[config.mk]
export PLATFORM = sky130hd
export DESIGN_NAME = serial_capture
export DESIGN_NICKNAME = d
export VERILOG_FILES = /design/src/rtl/serial_capture_pkg.sv /design/src/rtl/capture_ram.sv /design/src/rtl/serial_capture.sv
export SDC_FILE = /design/constraint.sdc
export NUM_CORES = 1
export LEC_CHECK = 0
export BUFFER_PORTS_ARGS = -buffer_cell sky130_fd_sc_hd__buf_4
export CAP_MARGIN = 10
export CELL_PAD_IN_SITES_DETAIL_PLACEMENT = 1
export CELL_PAD_IN_SITES_GLOBAL_PLACEMENT = 1
export CORE_UTILIZATION = 36
export CTS_CLUSTER_DIAMETER = 200
export DETAILED_ROUTE_END_ITERATION = 10
export PLACE_DENSITY = 0.58
export REMOVE_ABC_BUFFERS = 1
export SKIP_LAST_GASP = 1
export SYNTH_ARGS = -nofsm -noshare
export SYNTH_HDL_FRONTEND = slang
export SYNTH_SLANG_ARGS = --single-unit
[constraint.sdc]
create_clock -name clock -period 2.3 [get_ports clock]
set_input_delay 0.345 -clock clock [delete_from_list [all_inputs] [get_ports clock]]
set_output_delay 0.345 -clock clock [all_outputs]
set_load 0.05 [all_outputs]
[src/rtl/serial_capture_pkg.sv]
// Shared constants for the serial capture path.
// Both this block and the upstream pattern generator import this package.
// The generator emits EXPECT_EVEN at even word addresses and EXPECT_ODD at
// odd ones, so the two sides stay in step.
package serial_capture_pkg;

    localparam int unsigned WIDTH = 8;
    localparam int unsigned DEPTH = 16;
    localparam int unsigned ERR_W = 5;

    localparam logic [WIDTH-1:0] EXPECT_EVEN = 8'hCC;
    localparam logic [WIDTH-1:0] EXPECT_ODD  = 8'hAA;

    // Returns the reference word for a RAM address, given that address's LSB.
    function automatic logic [WIDTH-1:0] expected_word(input logic odd);
        return odd ? EXPECT_ODD : EXPECT_EVEN;
    endfunction

endpackage

[src/rtl/capture_ram.sv]
// Capture RAM: one synchronous write port and one asynchronous read port.
// The contents have no reset.
// Ports:
//   clock   - write clock (rising edge)
//   we      - write enable
//   wr_addr - write address
//   wr_data - write data
//   rd_addr - read address
//   rd_data - combinational read data. While a write to the same address is
//             pending, this shows the old contents until the clock edge.
module capture_ram #(
    parameter int unsigned WIDTH = 8,
    parameter int unsigned DEPTH = 16
) (
    input  logic                     clock,
    input  logic                     we,
    input  logic [$clog2(DEPTH)-1:0] wr_addr,
    input  logic [WIDTH-1:0]         wr_data,
    input  logic [$clog2(DEPTH)-1:0] rd_addr,
    output logic [WIDTH-1:0]         rd_data
);

    logic [WIDTH-1:0] mem [DEPTH];

    always_ff @(posedge clock) begin
        if (we) begin
            mem[wr_addr] <= wr_data;
        end
    end

    assign rd_data = mem[rd_addr];

endmodule

[src/rtl/serial_capture.sv]
// Serial capture block.
// It deserialises din (bit 0 first) into words and stores each completed
// word in the capture RAM. It also checks every completed word against the
// reference pattern.
// Ports:
//   clock, reset - rising-edge clock; asynchronous active-low reset
//   din, en      - serial data bit and its sample enable
//   clr          - synchronous clear of counters and flags; has priority over en
//   rd_addr      - capture RAM read address
//   rd_data      - combinational read data from the capture RAM
//   word         - last completed word (registered)
//   word_addr    - RAM address at which that word was written
//   word_valid   - one-cycle pulse for each completed word
//   frame_done   - sticky flag, set when the word at address DEPTH-1 completes
//   err_cnt      - saturating count of words that do not match the pattern
module serial_capture
    import serial_capture_pkg::*;
#(
    parameter int unsigned WIDTH = serial_capture_pkg::WIDTH,
    parameter int unsigned DEPTH = serial_capture_pkg::DEPTH
) (
    input  logic                     clock,
    input  logic                     reset,
    input  logic                     din,
    input  logic                     en,
    input  logic                     clr,
    input  logic [$clog2(DEPTH)-1:0] rd_addr,
    output logic [WIDTH-1:0]         rd_data,
    output logic [WIDTH-1:0]         word,
    output logic [$clog2(DEPTH)-1:0] word_addr,
    output logic                     word_valid,
    output logic                     frame_done,
    output logic [ERR_W-1:0]         err_cnt
);

    localparam int unsigned ADDR_W = $clog2(DEPTH);
    localparam int unsigned BIT_W  = $clog2(WIDTH);
    localparam logic [BIT_W-1:0] LAST_BIT = BIT_W'(WIDTH - 1);

    logic [BIT_W-1:0]  bit_cnt;
    logic [ADDR_W-1:0] wr_addr;
    logic [WIDTH-1:0]  shreg;
    logic [WIDTH-1:0]  assembled;
    logic [WIDTH-1:0]  exp_word;
    logic              word_done;

    // The last bit completes the word on the same edge that samples it, so
    // the assembled word takes din directly in place of the MSB.
    always_comb begin
        assembled            = shreg;
        assembled[WIDTH-1]   = din;
    end

    assign exp_word  = WIDTH'(expected_word(wr_addr[0]));
    assign word_done = en && !clr && (bit_cnt == LAST_BIT);

    always_ff @(posedge clock or negedge reset) begin
        if (!reset) begin
            bit_cnt    <= '0;
            wr_addr    <= '0;
            shreg      <= '0;
            word       <= '0;
            word_addr  <= '0;
            word_valid <= 1'b0;
            frame_done <= 1'b0;
            err_cnt    <= '0;
        end else if (clr) begin
            bit_cnt    <= '0;
            wr_addr    <= '0;
            shreg      <= '0;
            word       <= '0;
            word_addr  <= '0;
            word_valid <= 1'b0;
            frame_done <= 1'b0;
            err_cnt    <= '0;
        end else begin
            word_valid <= 1'b0;
            if (en) begin
                shreg[bit_cnt] <= din;
                bit_cnt        <= bit_cnt + 1'b1;
                if (bit_cnt == LAST_BIT) begin
                    word       <= assembled;
                    word_addr  <= wr_addr;
                    word_valid <= 1'b1;
                    wr_addr    <= wr_addr + 1'b1;
                    if (assembled != exp_word && err_cnt != '1) begin
                        err_cnt <= err_cnt + 1'b1;
                    end
                    if (wr_addr == '1) begin
                        frame_done <= 1'b1;
                    end
                end
            end
        end
    end

    capture_ram #(
        .WIDTH(WIDTH),
        .DEPTH(DEPTH)
    ) u_ram (
        .clock  (clock),
        .we     (word_done),
        .wr_addr(wr_addr),
        .wr_data(assembled),
        .rd_addr(rd_addr),
        .rd_data(rd_data)
    );

endmodule

==> out/metrics.cfg <==
[outcome]
status=complete, but fails checks
violations=design-rule violations

[yosys]
synthFlopType=edfxtp_1
ys_ff_latch=161
yosysMostFrequentCell=edfxtp_1
async_flop_share_pct=20.50
synth_common_cells=128 x edfxtp_1, 46 x nand2_1, 33 x dfrtp_1
synth_area_leaders=edfxtp_1 58%, dfrtp_1 12%, mux4_2 6.4%
synth_cell_types=41
synth_area_mm2=0.006675
netlist.area_leader.share_pct=57.58
synth_edf_count=128
ys_warn_count=0
synth.avg_cell_area_um2=16.81
yosysTopAreaCell=edfxtp_1
seq_area_frac_synth_pct=69.95
synth_cells=397

[final_layout]
design_area_mm2=0.007926
n_antenna_cell=0
nets=479
drive_gt1_share_pct=25.05
fill_cells=1759
area_growth_syn_to_layout_pct=18.74

[cts]
clk_latency_ns=0.42
cts_htree_levels=4
clkTransAtPathRegs_ns=0.06
numCtsBuffers=17
cts_num_sinks=161
cts_tree=done
root_buffer=clkbuf_16
cts_setup_buffers=0
cts_max_path_buffers=2

[critical_path]
critPathSlowestCell=mux4_2
r2r_cells=7
crit_arrival_ns=1.91
startpoint_type=flip-flop
critPathKind=reg2out
crit_required_ns=1.96
path_max_fanout=1
reg2reg_to=err_cnt[2]$_DFFE_PN0P_
rrSetupSlack_ns=0.17
slowest_delay_ns=0.51
end_kind=output port
worstReg2RegStart=err_cnt[0]$_DFFE_PN0P_
crit_chain=mux4_2, a22oi_1, nand2_1, buf_4

[placed_design]
dpl_cell_area_mm2=0.007346
port_buffers=35
hpwl_um=9886
gp_congestion=0.7221
dp_slack_ns=0.05278

[flow_run]
drv_cap=0

[global_route]
antenna_found_initial=0
grt_max_degree=36
grt_pass1_vias=4188
grt_pass1_wl_um=24400
grt-ovfl-total=0
grt_use_total_pct=17.39

[pwr]
p_seq_share_pct=51.6
peakVddDrop_mv=0.5725
powerDensity_mw_per_mm2=765.8
p_int_mw=4.723
cellLeakagePower_nw=3.008
p_sw_share_pct=22.20
clock_power_share_pct=44.0
p_sw_mw=1.347
pwr-share-comb_pct=4.4

[hold_path]
hp-class=in2reg
min_to=bit_cnt[2]$_DFFE_PN0P_
min_path_cells=3
worstHoldStart=en

[sta]
slew_headroom_pct=59.98
drv_slew=0
tightest_slew_ns=0.5886
fmax_mhz=444.3
period_share_pct=97.86
setup_violations=0
layout_setup_ws_ns=0.04924
hold_viol_final=0
fin_crit_ns=2.251
rsz0062_at_grt=true
clock_skew_ns=0.008355

[die]
die_x_um=138.2
chipHeight_um=138.2
start_util_pct=36.91
die_area_mm2=0.01909
io_pins=36
rows=49
core_area_mm2=0.01809

[drt]
vias=3712
wl_um=15310
vias_per_cell=5.273
drt_first_pass_iters=7
first_iter_violations=212
avgRoutedWirePerCell_um=21.75
drcViolationCount=8
final_antenna_net_count=0

[power groups by stage]
stage	sequential [mW]	combinational (mW)	clock (mW)
final	3.13	0.266	2.67
after CTS	3.13	0.271	2.73
after floorplan	3.20	0.116	0
after detailed placement	3.19	0.268	0
after global routing	3.13	0.286	2.83
after global placement	3.19	0.261	0
[worst max-delay path by stage]
| stage | to | slack, ns | depth (start not counted) | start |
|---|---|---|---|---|
| floorplan | u_ram.mem[0][0]$_DFFE_PP_ | -0.06 | 6 | bit_cnt[1]$_DFFE_PN0P_ |
| global placement | rd_data[0] | 0.07 | 6 | rd_addr[0] |
| detailed placement | rd_data[1] | 0.05 | 6 | rd_addr[0] |
| CTS | rd_data[4] | 0.01 | 4 | u_ram.mem[9][4]$_DFFE_PP_ |
| global route | err_cnt[2]$_DFFE_PN0P_ | 0.002 | 7 | err_cnt[0]$_DFFE_PN0P_ |
| finish | rd_data[7] | 0.05 | 4 | u_ram.mem[7][7]$_DFFE_PP_ |
[cell families (layout without fill, tap and decap cells)]
family | Yosys count | count (layout) | synth area share [%]
and+or+nand+nor | 118 | 118 | 8.679
AOI/OAI and AO/OA | 39 | 39 | 3.824
buffers and inverters | 26 | 104 | 2.568
adders and majority gates | 8 | 8 | 1.500
xor gates and xnor gates | 3 | 3 | 0.3937
DFF | 161 | 161 | 69.95
muxes | 42 | 42 | 13.08
[per-layer routing]
| metal | routed length, µm | vias up | track usage, % |
|---|---|---|---|
| met5 | 0 | - | 0 |
| met4 | 325 | 0 | 6.682 |
| met3 | 455 | 21 | 3.498 |
| met2 | 7862 | 83 | 29.99 |
| met1 | 6669 | 1926 | 21.63 |
| li1 | - | 1682 | - |
[critical path: cells and delay by family (launching register included)]
kind	cells	cell delay (ns)
AO/OA/AOI/OAI	1	0.31
buffers and inverters	1	0.20
flip-flops	1	0.38
multiplexers	1	0.51
AND/OR/NAND/NOR	1	0.09
[metrics by stage]
step	std cells	util [%]	total power [mW]	TNS (ns)	hold slack (ns)
2_1_floorplan	375	-	3.317	-2.024	0.04941
3_3_place_gp	671	40.62	3.455	0	0.3268
3_5_place_dp	671	40.62	3.463	0	0.3389
4_1_cts	704	43.78	6.138	0	0.2599
5_1_grt	704	43.83	6.251	0	0.2973
6_report	704	43.83	6.070	0	0.2802
[registers in the layout (all words and copies together) (netlist names)]
| name | count |
|---|---|
| word_valid | 1 |
| frame_done | 1 |
| shreg | 7 |
| u_ram.mem | 128 |
| bit_cnt | 3 |
| word_addr | 4 |
| word | 8 |
| err_cnt | 5 |
| wr_addr | 4 |
[layout by cell type, fill, tap and decap left out, drive strengths merged, types with 3 or more instances in the layout]
| cell | instances |
|---|---|
| and3 | 4 |
| mux2i | 10 |
| and2 | 3 |
| a31oi | 3 |
| nand3 | 4 |
| clkbuf | 17 |
| ha | 8 |
| clkinv | 9 |
| nor2 | 30 |
| nand4 | 5 |
| edfxtp | 128 |
| or4b | 3 |
| buf | 67 |
| nor3 | 6 |
| mux4 | 32 |
| nand2 | 46 |
| inv | 8 |
| nand2b | 5 |
| a21oi | 15 |
| a22oi | 16 |
| dfrtp | 33 |
[timing repair]
item | 4_1_cts | 5_1_grt
gates cloned | 0 | 0
gates resized for setup | 1 | 2
setup endpoints to repair | 1 | 9
endpoints found under the hold margin | 33 | 0
hold buffers | 1 | 0
[cell type report]
cell class	count	area (µm²)	area share [%]
Sequential cell	161	4669	58.91
Multi-Input combinational cell	210	1847	23.30
Timing Repair Buffer	68	550.5	6.946
Clock buffer	17	425.4	5.367
Tap cell	229	286.5	3.615
Clock inverter	15	132.6	1.673
Inverter	4	15.01	0.1894
(Power assumes the default switching activity.)
